[config.mk]
export PLATFORM = sky130hd
export DESIGN_NAME = pic_region_capture_flat
export DESIGN_NICKNAME = d
export VERILOG_FILES = /design/src/rtl/pic_region_capture_if.sv /design/src/rtl/pic_region_capture.sv /design/src/flat_wrapper.sv
export SDC_FILE = /design/constraint.sdc
export NUM_CORES = 1
export LEC_CHECK = 0
export CORE_UTILIZATION = 65
export CTS_BUF_LIST = sky130_fd_sc_hd__clkbuf_8
export DETAILED_ROUTE_END_ITERATION = 10
export PLACE_DENSITY_LB_ADDON = 0.1
export SYNTH_ARGS = -nofsm -noshare
export SYNTH_HDL_FRONTEND = slang
export SYNTH_SLANG_ARGS = --single-unit
[constraint.sdc]
create_clock -name pclk -period 3.67 [get_ports pclk]
set_input_delay 0.5505 -clock pclk [delete_from_list [all_inputs] [get_ports pclk]]
set_output_delay 0.5505 -clock pclk [all_outputs]
set_load 0.01 [all_outputs]
[src/rtl/pic_region_capture_if.sv]
// pic_region_capture_if
//   Bundles the video input stream, the capture request and the region RAM
//   write port of pic_region_capture.
//   Video in : i_hs, i_vs, i_de, i_data[23:0] ({R,G,B})
//   Control  : i_capture_req in; o_busy, o_done, o_abort out
//   RAM write: o_ram_wr_en, o_ram_wr_addr[ADDR_W-1:0], o_ram_wr_data[7:0]
//   Modports : slave = capture block, master = video source / RAM side.
interface pic_region_capture_if #(
    parameter int ADDR_W = 16
);
    logic              i_hs;
    logic              i_vs;
    logic              i_de;
    logic [23:0]       i_data;
    logic              i_capture_req;
    logic              o_ram_wr_en;
    logic [ADDR_W-1:0] o_ram_wr_addr;
    logic [7:0]        o_ram_wr_data;
    logic              o_busy;
    logic              o_done;
    logic              o_abort;

    modport slave (
        input  i_hs, i_vs, i_de, i_data, i_capture_req,
        output o_ram_wr_en, o_ram_wr_addr, o_ram_wr_data, o_busy, o_done, o_abort
    );

    modport master (
        output i_hs, i_vs, i_de, i_data, i_capture_req,
        input  o_ram_wr_en, o_ram_wr_addr, o_ram_wr_data, o_busy, o_done, o_abort
    );
endinterface

[src/rtl/pic_region_capture.sv]
// pic_region_capture
//   Captures one frame's OSD_WIDTH x OSD_HEIGHT window of the incoming video
//   on request, converts each pixel to 8-bit gray and writes it sequentially
//   into the region RAM read back by the overlay path.
//   pclk  : pixel clock, rising edge
//   rst_n : asynchronous active-low reset
//   bus   : pic_region_capture_if.slave (video in, request, RAM write, status)
//   Pixel at cycle n produces its RAM write at cycle n+2.
module pic_region_capture #(
    parameter int OSD_WIDTH  = 256,
    parameter int OSD_HEIGHT = 256,
    parameter int X_START    = 650,
    parameter int Y_START    = 362,
    parameter int ADDR_W     = 16
) (
    input  logic                   pclk,
    input  logic                   rst_n,
    pic_region_capture_if.slave    bus
);

    localparam logic [12:0]       X_LO      = 13'(X_START);
    localparam logic [12:0]       X_HI      = 13'(X_START + OSD_WIDTH);
    localparam logic [12:0]       Y_LO      = 13'(Y_START);
    localparam logic [12:0]       Y_HI      = 13'(Y_START + OSD_HEIGHT);
    localparam logic [ADDR_W-1:0] LAST_ADDR = ADDR_W'(OSD_WIDTH * OSD_HEIGHT - 1);
    localparam logic [11:0]       CNT_MAX   = 12'hFFF;

    typedef enum logic [1:0] {
        ST_IDLE,
        ST_ARMED,
        ST_CAPTURE
    } state_t;

    // Luma weights sum to 256, so the 16-bit sum never overflows and the
    // gray value is a plain truncation of the top byte.
    function automatic logic [7:0] gray_trunc(input logic [15:0] sum);
        return sum[15:8];
    endfunction

    // hsync is carried for interface symmetry only.
    logic hs_unused;
    assign hs_unused = bus.i_hs;

    logic        vs_d;
    logic        de_d;
    logic [11:0] x_cnt;
    logic [11:0] y_cnt;
    logic        frame_start;
    logic        line_end;
    logic        in_win;

    assign frame_start = vs_d & ~bus.i_vs;
    assign line_end    = de_d & ~bus.i_de;

    // x_cnt/y_cnt hold the position of the pixel currently on i_data.
    assign in_win = bus.i_de
                  & ({1'b0, x_cnt} >= X_LO) & ({1'b0, x_cnt} < X_HI)
                  & ({1'b0, y_cnt} >= Y_LO) & ({1'b0, y_cnt} < Y_HI);

    always_ff @(posedge pclk or negedge rst_n) begin
        if (!rst_n) begin
            vs_d  <= 1'b0;
            de_d  <= 1'b0;
            x_cnt <= '0;
            y_cnt <= '0;
        end else begin
            vs_d <= bus.i_vs;
            de_d <= bus.i_de;
            if (bus.i_de) begin
                x_cnt <= (x_cnt == CNT_MAX) ? x_cnt : x_cnt + 12'd1;
            end else begin
                x_cnt <= '0;
            end
            if (frame_start) begin
                y_cnt <= '0;
            end else if (line_end) begin
                y_cnt <= (y_cnt == CNT_MAX) ? y_cnt : y_cnt + 12'd1;
            end
        end
    end

    // ---- stage 1: weighted products and window flag ----
    logic [15:0] prod_r_p1;
    logic [15:0] prod_g_p1;
    logic [15:0] prod_b_p1;
    logic        vld_p1;

    always_ff @(posedge pclk or negedge rst_n) begin
        if (!rst_n) begin
            vld_p1 <= 1'b0;
        end else begin
            vld_p1 <= in_win;
        end
    end

    always_ff @(posedge pclk) begin
        prod_r_p1 <= 16'(bus.i_data[23:16]) * 16'd77;
        prod_g_p1 <= 16'(bus.i_data[15:8])  * 16'd150;
        prod_b_p1 <= 16'(bus.i_data[7:0])   * 16'd29;
    end

    logic [15:0] sum_p1;
    assign sum_p1 = prod_r_p1 + prod_g_p1 + prod_b_p1;

    // ---- stage 2: capture FSM, RAM write and status pulses ----
    state_t            state_q,   state_nxt;
    logic [ADDR_W-1:0] addr_q,    addr_nxt;
    logic              vld_p2,    vld_nxt;
    logic [ADDR_W-1:0] wr_addr_p2, wr_addr_nxt;
    logic [7:0]        wr_data_p2;
    logic              done_p2,   done_nxt;
    logic              abort_p2,  abort_nxt;

    always_comb begin
        state_nxt   = state_q;
        addr_nxt    = addr_q;
        vld_nxt     = 1'b0;
        wr_addr_nxt = wr_addr_p2;
        done_nxt    = 1'b0;
        abort_nxt   = 1'b0;
        case (state_q)
            ST_IDLE: begin
                if (bus.i_capture_req) begin
                    state_nxt = ST_ARMED;
                end
            end
            ST_ARMED: begin
                if (frame_start) begin
                    state_nxt = ST_CAPTURE;
                    addr_nxt  = '0;
                end
            end
            ST_CAPTURE: begin
                if (vld_p1) begin
                    vld_nxt     = 1'b1;
                    wr_addr_nxt = addr_q;
                    addr_nxt    = addr_q + 1'b1;
                    if (addr_q == LAST_ADDR) begin
                        done_nxt  = 1'b1;
                        state_nxt = ST_IDLE;
                    end
                end
                // A new frame before the window completed restarts the
                // capture; completion in the same cycle takes precedence.
                if (frame_start && !done_nxt) begin
                    abort_nxt = 1'b1;
                    addr_nxt  = '0;
                end
            end
            default: begin
                state_nxt = ST_IDLE;
            end
        endcase
    end

    always_ff @(posedge pclk or negedge rst_n) begin
        if (!rst_n) begin
            state_q    <= ST_IDLE;
            addr_q     <= '0;
            vld_p2     <= 1'b0;
            wr_addr_p2 <= '0;
            wr_data_p2 <= '0;
            done_p2    <= 1'b0;
            abort_p2   <= 1'b0;
        end else begin
            state_q    <= state_nxt;
            addr_q     <= addr_nxt;
            vld_p2     <= vld_nxt;
            wr_addr_p2 <= wr_addr_nxt;
            done_p2    <= done_nxt;
            abort_p2   <= abort_nxt;
            if (vld_nxt) begin
                wr_data_p2 <= gray_trunc(sum_p1);
            end
        end
    end

    assign bus.o_ram_wr_en   = vld_p2;
    assign bus.o_ram_wr_addr = wr_addr_p2;
    assign bus.o_ram_wr_data = wr_data_p2;
    assign bus.o_busy        = (state_q != ST_IDLE);
    assign bus.o_done        = done_p2;
    assign bus.o_abort       = abort_p2;

endmodule

[src/flat_wrapper.sv]
// flat-port wrapper written by rule: the top's interface ports become plain ports
module pic_region_capture_flat 
#(
    parameter int OSD_WIDTH  = 256,
    parameter int OSD_HEIGHT = 256,
    parameter int X_START    = 650,
    parameter int Y_START    = 362,
    parameter int ADDR_W     = 16
)
  (pclk, rst_n, bus_i_hs, bus_i_vs, bus_i_de, bus_i_data, bus_i_capture_req, bus_o_ram_wr_en, bus_o_ram_wr_addr, bus_o_ram_wr_data, bus_o_busy, bus_o_done, bus_o_abort);
  pic_region_capture_if #(.ADDR_W(ADDR_W)) bus_i ();
  input  logic pclk;
  input  logic rst_n;
  input wire logic [$bits(bus_i.i_hs)-1:0] bus_i_hs;
  input wire logic [$bits(bus_i.i_vs)-1:0] bus_i_vs;
  input wire logic [$bits(bus_i.i_de)-1:0] bus_i_de;
  input wire logic [$bits(bus_i.i_data)-1:0] bus_i_data;
  input wire logic [$bits(bus_i.i_capture_req)-1:0] bus_i_capture_req;
  output wire logic [$bits(bus_i.o_ram_wr_en)-1:0] bus_o_ram_wr_en;
  output wire logic [$bits(bus_i.o_ram_wr_addr)-1:0] bus_o_ram_wr_addr;
  output wire logic [$bits(bus_i.o_ram_wr_data)-1:0] bus_o_ram_wr_data;
  output wire logic [$bits(bus_i.o_busy)-1:0] bus_o_busy;
  output wire logic [$bits(bus_i.o_done)-1:0] bus_o_done;
  output wire logic [$bits(bus_i.o_abort)-1:0] bus_o_abort;
  assign bus_i.i_hs = bus_i_hs;
  assign bus_i.i_vs = bus_i_vs;
  assign bus_i.i_de = bus_i_de;
  assign bus_i.i_data = bus_i_data;
  assign bus_i.i_capture_req = bus_i_capture_req;
  assign bus_o_ram_wr_en = bus_i.o_ram_wr_en;
  assign bus_o_ram_wr_addr = bus_i.o_ram_wr_addr;
  assign bus_o_ram_wr_data = bus_i.o_ram_wr_data;
  assign bus_o_busy = bus_i.o_busy;
  assign bus_o_done = bus_i.o_done;
  assign bus_o_abort = bus_i.o_abort;
  pic_region_capture #(.OSD_WIDTH(OSD_WIDTH), .OSD_HEIGHT(OSD_HEIGHT), .X_START(X_START), .Y_START(Y_START), .ADDR_W(ADDR_W)) u_core (.pclk(pclk), .rst_n(rst_n), .bus(bus_i));
endmodule
==> metrics.yaml <==
status:
  status: "finished clean"
place:
  dp.cells: 1098
  post-place-ws_ps: -545
  portBuffers: 56
  globalplace.congestion: 0.850
  place_hpwl_um: 13100
cts:
  cts-root-to-sink-buffers: 2
  clock_insertion_delay_worst_skew_ps: 450
  cts_tree: "built"
  postCtsHoldBufs: 0
  clk_pin_slew_ps: 80
  cts_max_level: 4
  clock-sinks: 115
  cts_inserted_buffers: 17
  cts-root-buf: "sky130_fd_sc_hd__clkbuf_8"
sta:
  fin_tns_setup_ps: 0
  normalized_max_slew_margin_pct: 53.5
  finalHoldWorstSlack_ps: 32.7
  finalCritPeriodShare_pct: 98.1
  max_freq_mhz: 278
  skew_ps: 10.6
  timing.final.ws_setup_ps: 71.3
  finalMaxSlewViolations: 0
  setup_viol_count_final: 0
  worst-slew-pin-transition_ps: 697
  fin_crit_ps: 3600
  finalHoldViolations: 0
setup_path:
  required_ps: 4010
  ff2ff_setup_slack_ps: 1070
  worstSetupPathType: "primary input to register"
  path_max_fanout: 3
  cp-start-kind: "primary input"
  crit_path_frequent_cell: "sky130_fd_sc_hd__inv_1"
  timing.critical_path.max_delay_family: "adder cells"
  timing.critical_path.to_type: "register"
  crit_path_cell_trace: "clkdlybuf4s50_1, inv_1, fa_1, inv_1, ha_1, inv_1, fa_1, inv_1, ha_4, a21oi_2, o22ai_2, o41ai_2, buf_4, mux2i_1, a2111oi_2"
  cp.buffers_inverters: 6
  crit_path_top_delay_cell: "sky130_fd_sc_hd__fa_1"
  cp.arrival_ps: 3940
  critPathMaxStageDelay_ps: 490
finish:
  design.final.nets: 1140
  multi_input_logic_area_um2: 5150
  post_layout_nonfiller_instances: 1132
  layout-drive-gt1-share_pct: 11.7
  final-seq-area_um2: 2660
  filler_cell_count: 807
  synthesis_to_layout_area_growth_pct: 19.0
  antenna_cells_inserted: 0
yosys:
  synth.most_common_cell: "sky130_fd_sc_hd__ha_1"
  ys_seq_area_share_pct: 32.8
  post_synth_xor_area_fraction_pct: 5.17
  synth.avg_cell_area_um2: 9.66
  synth_area_um2: 8130
  ys_warn_count: 0
  synth-edff-count: 0
  yosysTopAreaCell: "sky130_fd_sc_hd__dfrtp_1"
  postSynthRegisterBits: 115
  synth_nets: 1030
  synth_compound_area_share_pct: 11.9
  combinational_family_with_the_most_area_after_synthesis: "adder cells"
  synth-async-reset-ratio_pct: 62.6
  synthSimpleGateAreaFrac_pct: 15.9
  postSynth.topFlopCell: "sky130_fd_sc_hd__dfrtp_1"
  yosys.area.top_type_share_pct: 22.2
  muxShareOfSynthArea_pct: 1.28
  yosys.cell_types.count: 72
  synth.top_cells.by_count: "sky130_fd_sc_hd__ha_1 (121), sky130_fd_sc_hd__inv_1 (94), sky130_fd_sc_hd__nand2_1 (90)"
  synth_adder_area_share_pct: 28.0
  synthTopCellsByArea: "sky130_fd_sc_hd__dfrtp_1 (22%), sky130_fd_sc_hd__ha_1 (19%), sky130_fd_sc_hd__dfxtp_1 (11%), sky130_fd_sc_hd__fa_1 (9.4%), sky130_fd_sc_hd__inv_1 (4.3%)"
  netlist_instances: 841
global_route:
  grt_usage_pct: 27.8
  grt_pass1_wl_um: 28500
  grt_start_max_net_pins: 53
  number_of_antenna_violations_at_the_first_check_in_global_routing: 0
  first_global_vias: 6316
  gr-total-overflow: 0
pwr:
  power.share.sequential_pct: 24.7
  design_power_total_mw: 6.46
  p_per_area_nw_per_um2: 668
  switching_component_of_the_power_mw: 2.78
  sw_frac_of_total_pct: 43.0
  leakage_nw: 4.77
  p_int_mw: 3.68
  comb_power_share_pct: 57.6
  ir_drop_v: 0.000577
  clockPowerShare_pct: 17.7
floorplan:
  placeableCoreArea_um2: 12100
  row_count: 40
  die_height_um: 114
  floorplan.initialDensity_pct: 67.1
  design.die.area_um2: 13000
  floorplan.io_pins: 58
  die_x_um: 114
job:
  drv_cap: 0
drt:
  drt_first_pass_iters: 5
  drt_first_iter_violations: 419
  vias_per_cell: 5.67
  remaining_drc_errors: 0
  via_count: 6418
  postRouteWirelength_um: 17400
  antenna_violating_nets_left: 0
  post_drt_wl_per_cell_um: 15.4
min_path:
  timing.hold.worst.class: "primary input to async pin"
-- path summary, 6_finish.rpt --
| kind | start | end | cells after the start |
|---|---|---|---|
| min | rst_n | u_core.bus.o_ram_wr_en$_DFF_PN0_ | 1 |
| max reg2reg | u_core.prod_b_p1[7]$_DFF_P_ | u_core.bus.o_ram_wr_data[2]$_DFFE_PN0P_ | 9 |
| max in group asynchronous | rst_n | u_core.x_cnt[9]$_DFFE_PN0P_ | 2 |
| max | bus_i_data[4] | u_core.prod_b_p1[12]$_DFF_P_ | 15 |
| min reg2reg | u_core.bus.o_ram_wr_addr[15]$_DFFE_PN0P_ | u_core.bus.o_ram_wr_addr[15]$_DFFE_PN0P_ | 2 |
| min in group pclk | u_core.bus.o_ram_wr_addr[15]$_DFFE_PN0P_ | u_core.bus.o_ram_wr_addr[15]$_DFFE_PN0P_ | 2 |
-- cell usage in the layout, fill, tap and decap left out, drive strengths merged, types with 9 or more instances in the layout --
cell type,instances
nand4,17
nand2,90
clkinv,9
dfrtp,72
fa,38
nor3,18
o21ai,43
and3,11
clkdlybuf4s50,52
buf,47
inv,96
clkbuf,18
dfxtp,43
xor2,19
nand3,18
nor2,61
a21oi,30
nor2b,11
xnor2,29
a211oi,10
ha,121
-- final cells by class --
type	count	share of cell area (%)
Clock buffer	18	2.56
Clock inverter	14	1.45
Inverter	95	3.69
Multi-Input combinational cell	620	53.2
Sequential cell	115	27.5
Tap cell	168	2.17
Timing Repair Buffer	102	9.39
-- registers in the layout (all words and copies together) (netlist names), 8 cells and up --
signal,flops
u_core.addr_q,16
u_core.bus.o_ram_wr_addr,16
u_core.prod_g_p1,15
u_core.prod_r_p1,15
u_core.prod_b_p1,13
u_core.x_cnt,12
u_core.y_cnt,12
u_core.bus.o_ram_wr_data,8
-- power groups by stage --
| stage | Sequential, mW | Combinational [mW] | Clock (mW) |
|---|---|---|---|
| 6_report | 1.59 | 3.72 | 1.14 |
| 2_1_floorplan | 1.58 | 2.63 | 0 |
| 5_1_grt | 1.61 | 4.15 | 1.22 |
| 4_1_cts | 1.59 | 3.55 | 1.17 |
| 3_5_place_dp | 1.62 | 3.49 | 0 |
| 3_3_place_gp | 1.61 | 3.33 | 0 |
-- kinds of logic (layout without fill, tap and decap cells) --
kind of cell	after synthesis	after routing
muxes	10	10
DFF	115	115
AOI/OAI and AO/OA	144	144
xor gates and xnor gates	48	48
buffers and inverters	106	229
and+or+nand+nor	259	259
adders and majority gates	159	159
-- timing repair --
action | 4_1_cts | 5_1_grt
pin swaps | 0 | 10
hold endpoints to repair | 0 | 0
buffers inserted | 0 | 2
setup endpoints to repair | 1 | 8
gates resized for setup | 1 | 20
-- stage by stage --
stage,instance area [µm²],util [%]
after global routing,9670,79.9
after floorplan,8130,-
final,9670,79.9
after CTS,9560,78.9
after detailed placement,9170,75.7
after global placement,9170,75.7
-- per-layer routing --
metal / vias to the layer above / global-route usage (%) / share of wire [%]
li1: 3147 / - / -
met5: - / 0 / 0
met2: 151 / 48.6 / 51
met3: 39 / 5.53 / 3.0
met1: 3081 / 33.9 / 43
met4: 0 / 10.7 / 2.6
Note: power is estimated with default switching activity, not from simulation.
